**src/rtl/avalon_bus_router.sv**
```systemverilog
// Single-master data bus router: decodes a device-select field onto NSLV slave ports,
// runs each transaction through IDLE/ACCESS/RESP/RELEASE, with watchdog and error counter.
module avalon_bus_router #(
   parameter int unsigned DW      = 16,
   parameter int unsigned AW      = 16,
   parameter int unsigned SEL_LO  = 12,
   parameter int unsigned SEL_W   = 4,
   parameter int unsigned NSLV    = 3,
   parameter int unsigned SAW     = 12,
   parameter int unsigned TIMEOUT = 255,
   parameter int unsigned ECW     = 8
) (
   input  logic               Clock,
   input  logic               Reset,
   input  logic               ReadData,
   input  logic               WriteData,
   input  logic [AW-1:0]      DataAddr,
   input  logic [DW-1:0]      BusIn,
   output logic [DW-1:0]      BusOut,
   output logic               DataDone,
   output logic               BusError,
   output logic [ECW-1:0]     ErrCount,
   output logic [NSLV-1:0]    SlvRead,
   output logic [NSLV-1:0]    SlvWrite,
   output logic [SAW-1:0]     SlvAddr,
   output logic [DW-1:0]      SlvWdata,
   input  logic [NSLV*DW-1:0] SlvRdata,
   input  logic [NSLV-1:0]    SlvDone
);

   localparam int unsigned WDW = (TIMEOUT > 1) ? $clog2(TIMEOUT) : 1;
   localparam logic [WDW-1:0] WdLast = WDW'(TIMEOUT - 1);

   typedef enum logic [1:0] {StIdle, StAccess, StResp, StRelease} state_e;

   state_e           state_q, state_d;
   logic [SEL_W-1:0] sel_q, sel_d;
   logic             write_q, write_d;
   logic             err_q, err_d;
   logic [WDW-1:0]   wdog_q, wdog_d;
   logic [DW-1:0]    bus_out_q, bus_out_d;
   logic [ECW-1:0]   err_cnt_q, err_cnt_d;
   logic [NSLV-1:0]  slv_read_q, slv_read_d;
   logic [NSLV-1:0]  slv_write_q, slv_write_d;
   logic [SAW-1:0]   slv_addr_q, slv_addr_d;
   logic [DW-1:0]    slv_wdata_q, slv_wdata_d;

   logic             req;
   logic [SEL_W-1:0] req_idx;
   logic             req_mapped;
   logic [NSLV-1:0]  req_onehot;
   logic             sel_done;
   logic [DW-1:0]    sel_rdata;
   logic             wdog_expired;
   logic             err_inc;

   assign req          = ReadData | WriteData;
   assign req_idx      = DataAddr[SEL_LO +: SEL_W];
   assign req_mapped   = 32'(req_idx) < NSLV;
   assign wdog_expired = (TIMEOUT != 0) && (wdog_q == WdLast);

   // Only the selected slave's done/rdata are ever looked at.
   always_comb begin
      req_onehot = '0;
      sel_done   = 1'b0;
      sel_rdata  = '0;
      for (int unsigned i = 0; i < NSLV; i++) begin
         req_onehot[i] = (req_idx == SEL_W'(i));
         if (sel_q == SEL_W'(i)) begin
            sel_done  = SlvDone[i];
            sel_rdata = SlvRdata[i*DW +: DW];
         end
      end
   end

   always_comb begin
      state_d     = state_q;
      sel_d       = sel_q;
      write_d     = write_q;
      err_d       = err_q;
      wdog_d      = wdog_q;
      bus_out_d   = bus_out_q;
      err_cnt_d   = err_cnt_q;
      slv_read_d  = slv_read_q;
      slv_write_d = slv_write_q;
      slv_addr_d  = slv_addr_q;
      slv_wdata_d = slv_wdata_q;
      err_inc     = 1'b0;

      case (state_q)
         StIdle: begin
            if (req) begin
               sel_d       = req_idx;
               write_d     = WriteData;
               slv_addr_d  = DataAddr[SAW-1:0];
               slv_wdata_d = BusIn;
               wdog_d      = '0;
               if (req_mapped) begin
                  state_d     = StAccess;
                  err_d       = 1'b0;
                  slv_read_d  = WriteData ? '0 : req_onehot;
                  slv_write_d = WriteData ? req_onehot : '0;
               end else begin
                  state_d   = StResp;
                  err_d     = 1'b1;
                  bus_out_d = '0;
                  err_inc   = 1'b1;
               end
            end
         end
         StAccess: begin
            wdog_d = wdog_q + WDW'(1);
            if (!req) begin
               // Master gave up: no response phase, nothing counted.
               state_d     = StIdle;
               slv_read_d  = '0;
               slv_write_d = '0;
            end else if (sel_done) begin
               state_d     = StResp;
               err_d       = 1'b0;
               slv_read_d  = '0;
               slv_write_d = '0;
               if (!write_q) bus_out_d = sel_rdata;
            end else if (wdog_expired) begin
               state_d     = StResp;
               err_d       = 1'b1;
               slv_read_d  = '0;
               slv_write_d = '0;
               bus_out_d   = '0;
               err_inc     = 1'b1;
            end
         end
         StResp:    state_d = StRelease;
         StRelease: if (!req) state_d = StIdle;
         default:   state_d = StIdle;
      endcase

      // Counted on entry to RESP so ErrCount already reflects the error while BusError is shown.
      if (err_inc && (err_cnt_q != '1)) err_cnt_d = err_cnt_q + ECW'(1);
   end

   always_ff @(posedge Clock or posedge Reset) begin
      if (Reset) begin
         state_q     <= StIdle;
         sel_q       <= '0;
         write_q     <= 1'b0;
         err_q       <= 1'b0;
         wdog_q      <= '0;
         bus_out_q   <= '0;
         err_cnt_q   <= '0;
         slv_read_q  <= '0;
         slv_write_q <= '0;
         slv_addr_q  <= '0;
         slv_wdata_q <= '0;
      end else begin
         state_q     <= state_d;
         sel_q       <= sel_d;
         write_q     <= write_d;
         err_q       <= err_d;
         wdog_q      <= wdog_d;
         bus_out_q   <= bus_out_d;
         err_cnt_q   <= err_cnt_d;
         slv_read_q  <= slv_read_d;
         slv_write_q <= slv_write_d;
         slv_addr_q  <= slv_addr_d;
         slv_wdata_q <= slv_wdata_d;
      end
   end

   assign BusOut   = bus_out_q;
   assign DataDone = (state_q == StResp);
   assign BusError = (state_q == StResp) && err_q;
   assign ErrCount = err_cnt_q;
   assign SlvRead  = slv_read_q;
   assign SlvWrite = slv_write_q;
   assign SlvAddr  = slv_addr_q;
   assign SlvWdata = slv_wdata_q;

endmodule

```
**config.mk**
```make
export PLATFORM = sky130hd
export DESIGN_NAME = avalon_bus_router
export DESIGN_NICKNAME = d
export VERILOG_FILES = /design/src/rtl/avalon_bus_router.sv
export SDC_FILE = /design/constraint.sdc
export NUM_CORES = 1
export LEC_CHECK = 0
export CAP_MARGIN = 25
export CORE_MARGIN = 3
export CORE_UTILIZATION = 43
export DETAILED_ROUTE_END_ITERATION = 6
export PLACE_DENSITY = 0.83
export RECOVER_POWER = 100
export SLEW_MARGIN = 20
export SYNTH_ARGS = -nofsm -noshare
export SYNTH_HDL_FRONTEND = slang
export SYNTH_SLANG_ARGS = --single-unit
```
**constraint.sdc**
```tcl
create_clock -name Clock -period 2.88 [get_ports Clock]
set_clock_uncertainty 0.1 [all_clocks]
set_input_delay 0.576 -clock Clock [delete_from_list [all_inputs] [get_ports Clock]]
set_output_delay 0.576 -clock Clock [all_outputs]
set_load 0.005 [all_outputs]
```
==> results.cfg, run 1 <==
[clocking]
cts_resized = 0
cts_tree = built
clock_latency_ps = 350
clockBufferDepth = 2
clock-root-buffer = clkbuf_8
cts.htree.levels = 3
cts.sinks = 74
cts_hold_buf = 0
clk_pin_slew_ps = 80
cts_buffers = 9
post-cts-setup-buffer-count = 0

[power]
p_seq_frac = 0.378
p_comb_frac = 0.433
switching_share = 0.331
leakage_nw = 2.44
clkPwrFrac = 0.190
ir_drop_mv = 0.503
switchingPower_mw = 1.45
p_int_mw = 2.93
powerDensity_nw_per_um2 = 809

[final_layout]
fin_nets = 561
areaGrowthSynthToFinish_pct = 49.3
final_util = 0.679
drive_above_1_share = 0.168
antenna_cells = 0
stdcell_count = 578
final_area_sq_um = 5410

[global_route]
grt_pass1_wl_um = 15500
overflow = 0
grt_usage = 0.200
antenna_found_initial = 0
grt_pass1_vias = 3241
grt_max_degree = 34

[yosys]
synth_fp_nets = 403
synth.largest_area_cell = dfrtp_1
syn_area_sq_um = 3620
synth_cells = 313
yosys_warnings = 0
syn-mean-instance-area_sq_um = 11.6
ys_seq_elements = 74
async_reset_ff_frac = 1.00
synth_cell_type_count = 46
synth_flop_cell = dfrtp_1
synth_edf_count = 0
synth.top_cells.by_area = dfrtp_1, mux2_2, mux2i_1
synthTopCellsByCount = dfrtp_1, mux2_2, nor2_1
synth_top_area_share = 0.511
yosysSeqAreaShare = 0.511
synth_most_common_cell = dfrtp_1

[sta]
min_period_over_period = 0.888
finalHoldViolCount = 0
max_freq_ghz = 0.391
relSlewSlack = 0.164
tightest_slew_ps = 1250
rsz0062_at_grt = no
final_max_slew_viol_count = 0
setup_violations = 0
finalSetupTns_ps = 0
fin_crit_ps = 2560

[setup_path]
crit_top_cell = a211oi_1
path_cells = dlygate4sd3_1 > nand2b_4 > a211oi_1 > a211oi_1 > a21o_1 > a311o_1 > buf_12 > mux2_1
max_stage_delay_ps = 570
required_ps = 3020
endpoint_kind = flop
path_class = in -> reg
critPathMaxFanout = 16
start_kind = primary input
cp_slowest_cell = dlygate4sd3_1
arrival_ps = 2690

[placement]
dpl_cell_area_sq_um = 5260
gp_congestion = 0.876
dp.cells = 562
io_buffers = 146
dp_hpwl_um = 7320

[floorplanning]
pin_count = 147
dieArea_sq_um = 9560
rows = 32
core-area_sq_um = 7970
die_h_um = 97.8
die_x_um = 97.8
initial_core_util = 0.455

[drt]
routed_via_density = 5.16
drt_iter0_markers = 60
wl_um = 9450
ant_nets = 0
drc = 0
dr.pass1.iters = 4
wl_per_cell_um = 16.4
via_count = 2983

[run]
cap_viol_max_count = 0

[run_status]
status = finished clean

[worst_hold_path]
hp-class = reg -> reg
## metrics by stage
step                power [mW]  hold WS, ps  worst slack, ps
floorplan                 2.73          338              322
global placement          3.67          362              144
detailed placement        3.75          368              115
CTS                       4.59          380              483
global route              4.68          409              210
finish                    4.38          378              321
## critical path: cells and delay by family
family | cells | cell delay [ps]
mux | 1 | 310
compound gates | 4 | 1000
buf+inv | 2 | 740
simple gates | 1 | 50
## area by class of cell
cell class              count  area, sq um
clock buffers              11          141
clock inverters             5         62.6
fillers                   618         2560
inverters                   5         18.8
multi-input cells         217         1610
flip-flops and latches     74         1850
well taps                 102          128
repair buffers            164         1600
## worst paths after layout
| check | start | endpoint | slack (ps) | cells after the start |
|---|---|---|---|---|
| worst max-delay path | SlvDone[1] | BusOut[6] | 320 | 8 |
| worst min-delay path | wdog_q[6] | wdog_q[6] | 380 | 1 |
| worst max register to register | sel_q[1] | BusOut[11] | 530 | 8 |
| worst min register to register | wdog_q[6] | wdog_q[6] | 380 | 1 |
| max in group asynchronous | Reset | wdog_q[5] | 910 | 3 |
| min in group asynchronous | Reset | SlvAddr[4] | 910 | 2 |
## power groups by stage
stage | Clock (mW) | Sequential [mW] | Combinational, mW
floorplan | 0 | 1.65 | 1.08
global placement | 0 | 1.66 | 2.01
detailed placement | 0 | 1.68 | 2.07
CTS | 0.845 | 1.67 | 2.08
global route | 0.895 | 1.70 | 2.08
finish | 0.830 | 1.65 | 1.89
## layer usage
metal / GRT usage / up-vias / share of wire
met1: 0.227 / 1445 / 0.40
met4: 0.0660 / 0 / 0.017
li1: - / 1418 / -
met5: 0 / - / 0
met3: 0.0693 / 17 / 0.078
met2: 0.352 / 103 / 0.51
## cell usage in the layout, fill, tap and decap left out, types with 4 or more instances in the layout
| cell type | n |
|---|---|
| nor2_1 | 42 |
| mux2i_1 | 17 |
| xnor2_1 | 4 |
| inv_1 | 5 |
| mux2_4 | 4 |
| clkbuf_8 | 10 |
| nand4_1 | 5 |
| nand3_1 | 8 |
| buf_4 | 10 |
| and3_1 | 6 |
| nor2b_1 | 5 |
| nand2_1 | 5 |
| clkbuf_1 | 6 |
| mux2_2 | 42 |
| dlygate4sd3_1 | 63 |
| o21ai_0 | 15 |
| mux2_1 | 6 |
| dfrtp_1 | 74 |
| clkdlybuf4s50_1 | 83 |
| a21oi_1 | 20 |
## cells by family (layout without fill, tap and decap cells)
kind of cell / Yosys count / in the layout / share of synthesized area
AO/OA/AOI/OAI: 51 / 51 / 0.0874
XOR/XNOR: 5 / 5 / 0.0121
adder cells (fa/ha/maj): 3 / 3 / 0.0104
buffers and inverters: 22 / 185 / 0.0363
flip-flops: 74 / 74 / 0.511
multiplexers: 69 / 69 / 0.219
AND/OR/NAND/NOR: 89 / 89 / 0.124
## flip-flops by register name (all words and copies together) (netlist names)
name      flops
BusOut       16
ErrCount      8
SlvAddr      12
SlvRead       3
SlvWdata     16
SlvWrite      3
err_q         1
sel_q         4
state_q       2
wdog_q        8
write_q       1
(Power assumes the default switching activity.)
==> inputs of run 2 (changes only) <==
--- a/config.mk
+++ b/config.mk
@@ -8,6 +8,7 @@
 export CAP_MARGIN = 25
 export CORE_MARGIN = 3
 export CORE_UTILIZATION = 43
+export CTS_CLUSTER_SIZE = 8
 export DETAILED_ROUTE_END_ITERATION = 6
 export PLACE_DENSITY = 0.83
 export RECOVER_POWER = 100
==> results of run 2 <==
The final DEF is identical to that of run 1; final timing and power are the same.
==> inputs of run 3 (changes only) <==
--- a/config.mk
+++ b/config.mk
@@ -6,13 +6,13 @@
 export NUM_CORES = 1
 export LEC_CHECK = 0
 export CAP_MARGIN = 25
-export CORE_MARGIN = 3
+export CORE_MARGIN = 2
 export CORE_UTILIZATION = 43
 export CTS_CLUSTER_SIZE = 8
 export DETAILED_ROUTE_END_ITERATION = 6
 export PLACE_DENSITY = 0.83
 export RECOVER_POWER = 100
-export SLEW_MARGIN = 20
+export SLEW_MARGIN = 10
 export SYNTH_ARGS = -nofsm -noshare
 export SYNTH_HDL_FRONTEND = slang
 export SYNTH_SLANG_ARGS = --single-unit
==> results.cfg, run 3 (same netlist as run 1, synthesis figures left out) <==
[setup_path]
reg2reg_depth = 7
required_ps = 3000
start_kind = primary input
path_class = in -> reg
arrival_ps = 2700
endpoint_kind = flop
critPathMaxFanout = 32

[final_layout]
fin_nets = 557
final_cell_mix = clkdlybuf4s50_1, dfrtp_1, dlygate4sd3_1, mux2_2, nor2_1
multi_input_area_sq_um = 1590
areaGrowthSynthToFinish_pct = 47.4
seqCellArea_sq_um = 1850
final_common_cell = clkdlybuf4s50_1
final_util = 0.653
drive_above_1_share = 0.148
n_fill_cell = 655

[sta]
max_freq_ghz = 0.387
min_period_over_period = 0.898
fin_crit_ps = 2590
setup_violations = 0
tightest_slew_ps = 1600
finalHoldViolCount = 0
final_max_slew_viol_count = 75
rsz0062_at_grt = no
finalSetupTns_ps = 0
relSlewSlack = -0.0644

[clocking]
clk_pin_slew_ps = 70
clockBufferDepth = 2
cts_hold_buf = 0
cts_tree = built
cts.htree.levels = 3
clock-root-buffer = clkbuf_8
post-cts-setup-buffer-count = 0
cts.sinks = 74
clock_latency_ps = 340
cts_resized = 0
cts_buffers = 9

[drt]
ant_nets = 0
dr.pass1.iters = 4
wl_um = 9210
drc = 0
wl_per_cell_um = 15.9
drt_iter0_markers = 209
routed_via_density = 5.19
via_count = 2997

[placement]
io_buffers = 146
gp_congestion = 0.807
dp_hpwl_um = 6960

[floorplanning]
dieArea_sq_um = 9180
pin_count = 147
initial_core_util = 0.443
rows = 33
die_x_um = 95.8
core-area_sq_um = 8180
die_h_um = 95.8

[power]
p_comb_frac = 0.427
ir_drop_mv = 0.512
total_power_mw = 4.29
p_int_mw = 2.88
p_seq_frac = 0.392
switchingPower_mw = 1.41
switching_share = 0.329
powerDensity_nw_per_um2 = 804
clkPwrFrac = 0.181
leakage_nw = 2.41

[run]
cap_viol_max_count = 1

[run_status]
status = finished, violations left
violations = capacitance limit, slew limit

[global_route]
grt_pass1_wl_um = 14800
overflow = 0
grt_pass1_vias = 3149
grt_usage = 0.208
antenna_found_initial = 1
grt_max_degree = 75

[worst_hold_path]
hp-class = reg -> reg
min_delay_path_depth = 1
[run 3: path summary, 6_finish.rpt]
kind | startpoint | to | slack, ps
setup / recovery | WriteData | SlvWdata[6] | 290
max in group asynchronous | Reset | err_q | 700
hold reg to reg | wdog_q[6] | wdog_q[6] | 380
setup reg to reg | sel_q[1] | SlvRead[1] | 470
min in group asynchronous | Reset | SlvAddr[7] | 1030
hold / removal | wdog_q[6] | wdog_q[6] | 380
[run 3: cell type report]
cell class,count,area share
Antenna cell,1,0.000468
Tap cell,105,0.0246
Timing Repair Buffer,160,0.291
Inverter,5,0.00351
Clock buffer,12,0.0253
Sequential cell,74,0.347
Clock inverter,4,0.00984
Multi-Input combinational cell,217,0.298
[run 3: through the flow]
stage | std cells | area [sq um] | hold slack (ps) | setup WS, ps
floorplan | 313 | 3620 | 338 | 322
global placement | 560 | 5240 | 358 | 164
detailed placement | 560 | 5240 | 367 | 125
CTS | 576 | 5430 | 379 | 439
global route | 578 | 5340 | 417 | 180
finish | 578 | 5340 | 379 | 293
[run 3: metal layers]
layer | GRT usage | vias to the layer above | share of wire
met3 | 0.0822 | 16 | 0.11
met1 | 0.243 | 1436 | 0.38
met2 | 0.345 | 125 | 0.48
li1 | - | 1420 | -
met4 | 0.0774 | 0 | 0.021
met5 | 0 | - | 0
[run 3: worst max-delay path: stages]
cell,delay (ps)
dlygate4sd3_1,540
or2_2,150
nand2b_1,100
clkbuf_1,200
nor2_2,110
buf_2,610
mux2_2,410
[run 3: power groups by stage]
stage | Combinational, mW | Clock, mW | Sequential (mW)
after global placement | 1.96 | 0 | 1.69
after detailed placement | 2.01 | 0 | 1.72
after floorplan | 1.08 | 0 | 1.65
final | 1.83 | 0.777 | 1.68
after global routing | 2.00 | 0.861 | 1.74
after CTS | 2.03 | 0.802 | 1.70
